--- config.mk ---
export PLATFORM = sky130hd
export DESIGN_NAME = cmd_encoder
export DESIGN_NICKNAME = d
export VERILOG_FILES = /design/src/rtl/cmd_encoder.sv
export SDC_FILE = /design/constraint.sdc
export NUM_CORES = 1
export LEC_CHECK = 0
export BUFFER_PORTS_ARGS = -buffer_cell sky130_fd_sc_hd__buf_2
export CAP_MARGIN = 15
export CORE_AREA = 2 2 131 133
export CTS_CLUSTER_DIAMETER = 200
export DETAILED_ROUTE_END_ITERATION = 12
export DIE_AREA = 0 0 133 135
export PLACE_DENSITY = 0.71
export SLEW_MARGIN = 5
export SYNTH_ARGS = -nofsm -noshare
export SYNTH_HDL_FRONTEND = slang
export SYNTH_SLANG_ARGS = --single-unit
--- constraint.sdc ---
create_clock -name i_clk -period 6.4 [get_ports i_clk]
set_input_delay 0.64 -clock i_clk [delete_from_list [all_inputs] [get_ports i_clk]]
set_output_delay 0.64 -clock i_clk [all_outputs]
set_load 0.03 [all_outputs]
--- src/rtl/cmd_encoder.sv ---
// Serialises one layer command per valid/ready handshake into six 32-bit command-FIFO words.
// Latency: handshake at edge N -> words in cycles N+1..N+6, ready again N+7; stalls while fifo_full.
module cmd_encoder #(
    parameter int MAX_CMDS  = 127,
    parameter int CMD_WORDS = 6
) (
    input  logic        i_clk,
    input  logic        i_rst,
    input  logic        i_cmd_valid,
    output logic        o_cmd_ready,
    input  logic [2:0]  i_op_type,
    input  logic        i_padding,
    input  logic [7:0]  i_stride_1,
    input  logic [15:0] i_stride_2,
    input  logic [15:0] i_ich_size,
    input  logic [15:0] i_och_size,
    input  logic [15:0] i_ikn_size,
    input  logic [15:0] i_okn_size,
    input  logic [31:0] i_weight_start_addr,
    input  logic [31:0] i_data_start_addr,
    input  logic [31:0] i_wb_addr,
    output logic [31:0] o_fifo_din,
    output logic        o_fifo_wr_en,
    input  logic        i_fifo_full,
    input  logic        i_clear,
    output logic [6:0]  o_cmd_size,
    output logic        o_busy,
    output logic        o_err
);

    typedef enum logic {
        S_IDLE = 1'b0,
        S_EMIT = 1'b1
    } state_t;

    localparam logic [6:0] MAX_SIZE = 7'(MAX_CMDS);
    localparam logic [2:0] LAST_IDX = 3'(CMD_WORDS - 1);

    state_t      r_state;
    logic [2:0]  r_word_idx;
    logic [6:0]  r_cmd_size;
    logic        r_err;
    logic [31:0] r_w0;
    logic [31:0] r_w1;
    logic [31:0] r_w2;
    logic [31:0] r_w3;
    logic [31:0] r_w4;
    logic [31:0] r_w5;

    logic        w_idle;
    logic        w_accept;
    logic        w_legal;
    logic        w_wr;
    logic [31:0] w_word;

    assign w_idle      = (r_state == S_IDLE);
    assign o_cmd_ready = w_idle && (r_cmd_size < MAX_SIZE) && !i_clear;
    assign w_accept    = i_cmd_valid && o_cmd_ready;
    assign w_legal     = (i_op_type >= 3'd1) && (i_op_type <= 3'd5);

    // Write strobe follows fifo_full combinationally so a stalled word is never written twice.
    assign w_wr         = (r_state == S_EMIT) && !i_fifo_full;
    assign o_fifo_wr_en = w_wr;
    assign o_busy       = (r_state == S_EMIT);
    assign o_cmd_size   = r_cmd_size;
    assign o_err        = r_err;

    always_comb begin
        w_word = '0;
        case (r_word_idx)
            3'd0:    w_word = r_w0;
            3'd1:    w_word = r_w1;
            3'd2:    w_word = r_w2;
            3'd3:    w_word = r_w3;
            3'd4:    w_word = r_w4;
            3'd5:    w_word = r_w5;
            default: w_word = '0;
        endcase
    end

    assign o_fifo_din = o_busy ? w_word : '0;

    // Fields are packed at capture so the emit path is a plain word select.
    always_ff @(posedge i_clk) begin
        if (w_accept) begin
            r_w0 <= {i_stride_2, i_stride_1, 4'b0000, i_padding, i_op_type};
            r_w1 <= {i_och_size, i_ich_size};
            r_w2 <= {i_okn_size, i_ikn_size};
            r_w3 <= i_weight_start_addr;
            r_w4 <= i_data_start_addr;
            r_w5 <= i_wb_addr;
        end
    end

    always_ff @(posedge i_clk) begin
        if (i_rst) begin
            r_state    <= S_IDLE;
            r_word_idx <= '0;
            r_cmd_size <= '0;
            r_err      <= 1'b0;
        end else begin
            case (r_state)
                S_IDLE: begin
                    if (i_clear) begin
                        r_cmd_size <= '0;
                        r_err      <= 1'b0;
                    end else if (w_accept) begin
                        if (w_legal) begin
                            r_state    <= S_EMIT;
                            r_word_idx <= '0;
                        end else begin
                            r_err <= 1'b1;
                        end
                    end
                end
                S_EMIT: begin
                    if (w_wr) begin
                        if (r_word_idx == LAST_IDX) begin
                            r_word_idx <= '0;
                            r_state    <= S_IDLE;
                            if (r_cmd_size < MAX_SIZE) begin
                                r_cmd_size <= r_cmd_size + 7'd1;
                            end
                        end else begin
                            r_word_idx <= r_word_idx + 3'd1;
                        end
                    end
                end
                default: begin
                    r_state    <= S_IDLE;
                    r_word_idx <= '0;
                end
            endcase
        end
    end

endmodule

==> run metrics <==
run status=complete, no violations; Slew headroom=0.235; GRT Residual Overflow=0; clk buf depth=2; post-synthesis compound-gate area fraction=0.144; setup bufs post-CTS=0; Avg Vias per Cell=around 5.4; Ports=between 200 and 250; commonest non-fill, non-tap cell in the layout=buf_2; GRT Total Usage=0.198; RSZ-0062 raised after global routing=no; Final Skew=roughly 14 ps; Ys Warns=0; NumNets Final=between 800 and 900; CTS tree=done; Final Setup Violations=0; DIE WIDTH=about 130 um; DRC Markers=0; Mapped Cells=between 400 and 500; syn_nets=~620; Hold Vio Cnt, Final=0; Fin Setup TNS=0 ps; ranking of synthesized cells by area=edfxtp_1, a22oi_1, dfxtp_1; maximum vdd drop=0.191 mV; Min-Delay Path Class=input pin to register; CP Data Required Time=about 5800 ps; Worst setup EP type=output pin; Post-Synthesis Cell Area=between 7000 and 8000 um^2; DR WL/cell=just over 20 um; clk slew on worst S/H paths=around 70 ps; largest fanout on the critical path=32; Synth area leader=edfxtp_1; Worst Path Arrival=3020 ps; Unique masters post-synth=between 40 and 50; Seq/Total Area, Yosys=0.799; simple-gate area share of the yosys netlist=0.0348; GPL Wtd Cong=approximately 0.79; layout cells sized above 1=0.411; post-synthesis mux area share=0.00136; area grow syn2layout=27.4%; Period minus WS final=3660 ps; final wirelength=18,000 um; vias in the first global route=approximately 5,000; Synth Register Bits=200; initial core utilization=0.449; area of the core=16,400 um^2; CTS resizes=0; Via Count=slightly below 5,000; clock sinks=200; period utilisation layout=0.571; post-synthesis average cell area=between 15 and 20 um^2; post-route ant nets=0; main combinational cell family by area after synthesis=compound AO/OA/AOI/OAI gates; Rows=47; fmax=between 200 and 300 MHz; H-tree Lvls=4; post-synthesis adder-cell area fraction=0.00340; Clock Latency Late Sink=roughly 430 ps; placed insts=859; DRT Pass-1 Iters=5; LEAKAGE=between 0.003 and 0.004 uW; Synth Area in XOR/XNOR=0.00119; Tightest Pin Transition=between 1000 and 1500 ps; post-DP HPWL=roughly 12,000 um; die area=approximately 18,000 um^2; area share of the largest cell type after synthesis=0.766; leading cell types in the layout, fill and taps excluded=buf_2, edfxtp_1, a22oi_1; hold buffers post-CTS=0; power density cells=~300 nW/um^2; Final Max Tran Viols=0; Die H=~140 um; first-pass GRT wire length=approximately 26,000 um; nature of the critical path startpoint=register; largest net degree at the start of global routing=about 120; max-cap violation count=0; # port buffers=235; root buf cell=clkbuf_16; WS Path Type=register to output pin; CTS Buf Count=17; Post-Layout Cell Count=between 800 and 900; Iter 0 DRT Violations=approximately 360; post-placement cell area=around 8800 um^2; final instance area=roughly 9400 um^2; Filler cells=between 1,000 and 1,500; initial antenna violation count=2
## critical path, stage by stage, from the launching register on
cell and delay (ps):
dfxtp_1 530, and2b_1 290, and2_1 180, buf_4 240
o21ai_4 940, a31oi_1 150, buf_2 250
## layout make-up
class	count	area, um^2	area share
diodes	1	2.50	0.000267
well taps	220	275	0.0293
repair buffers	241	1220	0.130
flip-flops and latches	200	5890	0.627
inverters	4	20.0	0.00213
clock buffers	18	429	0.0457
multi-input cells	194	1380	0.147
clock inverters	14	166	0.0177
## worst paths after layout
path | startpoint | slack, ps | depth (start not counted) | end
worst max-delay path | r_word_idx[0]$_SDFFE_PP0P_ | 2740 | 6 | o_fifo_din[23]
worst min-delay path | i_data_start_addr[30] | 380 | 1 | r_w4[30]$_DFFE_PP_
worst max register to register | o_busy$_SDFF_PP0_ | 3450 | 4 | r_w2[1]$_DFFE_PP_
worst min register to register | o_err$_SDFFE_PP0P_ | 470 | 1 | o_err$_SDFFE_PP0P_
## power by group
group | leakage (uW) | switching, uW | internal [uW]
clock | 0.000294 | 471 | 620
sequential | 0.00185 | 17.3 | 1500
combinational | 0.00137 | 94.5 | 62.2
## synthesized netlist by cell type
cell type and n:
buf_2 8, nor2_1 10, o41ai_1 1, clkbuf_1 14, o311ai_0 1, nor2b_1 2, a21o_1 1, o21a_1 6
nor3b_2 1, nand4_1 2, o31ai_1 1, and2_1 4, o211ai_1 4, o32a_1 1, nand2_1 1, nand2b_1 4
o21ai_1 1, a31oi_1 28, and2b_1 2, or4_1 1, nor3_2 1, nor3_1 3, a22oi_1 88, dfxtp_1 12
nand3b_1 1, nor3b_1 1, and3b_1 1, or2_2 1, xnor2_1 1, nand3_1 2, o21ai_0 4, and3_1 1
nand4_2 1, buf_4 2, mux2i_1 1, a222oi_1 4, a21oi_1 8, edfxtp_1 188, or3_1 2, or3b_1 1
ha_1 2, inv_1 4
## cells by family after synthesis
| logic type | Yosys count |
|---|---|
| flops | 200 |
| mux | 1 |
| buf+inv | 28 |
| fa+ha+maj | 2 |
| xor+xnor | 1 |
| compound gates | 148 |
| simple gates | 42 |
## per-stage QoR
| step | util | worst slack [ps] | hold WS (ps) | total power, uW |
|---|---|---|---|---|
| finish | 0.572 | 2740 | 382 | 2760 |
| global route | 0.572 | 2560 | 362 | 2840 |
| CTS | 0.572 | 2730 | 368 | 2780 |
| detailed placement | 0.535 | 3170 | 459 | 1700 |
| global placement | 0.535 | 3260 | 446 | 1690 |
| floorplan | - | 1170 | 550 | 1620 |
## flip-flops by register name, indices dropped and copies added, names as in the netlist
signal,cells
o_err,1
r_w5,32
r_word_idx,3
o_busy,1
r_w1,32
o_cmd_size,7
r_w0,28
r_w3,32
r_w4,32
r_w2,32
## per-layer routing
metal | global-route usage | share of wire | wire, um
met1 | 0.230 | 0.39 | 7070
met4 | 0.0848 | 0.022 | 403
met2 | 0.346 | 0.51 | 9250
met5 | 0 | 0.00067 | 12
met3 | 0.0567 | 0.069 | 1240
No activity file was read; power rests on OpenSTA's default activity.
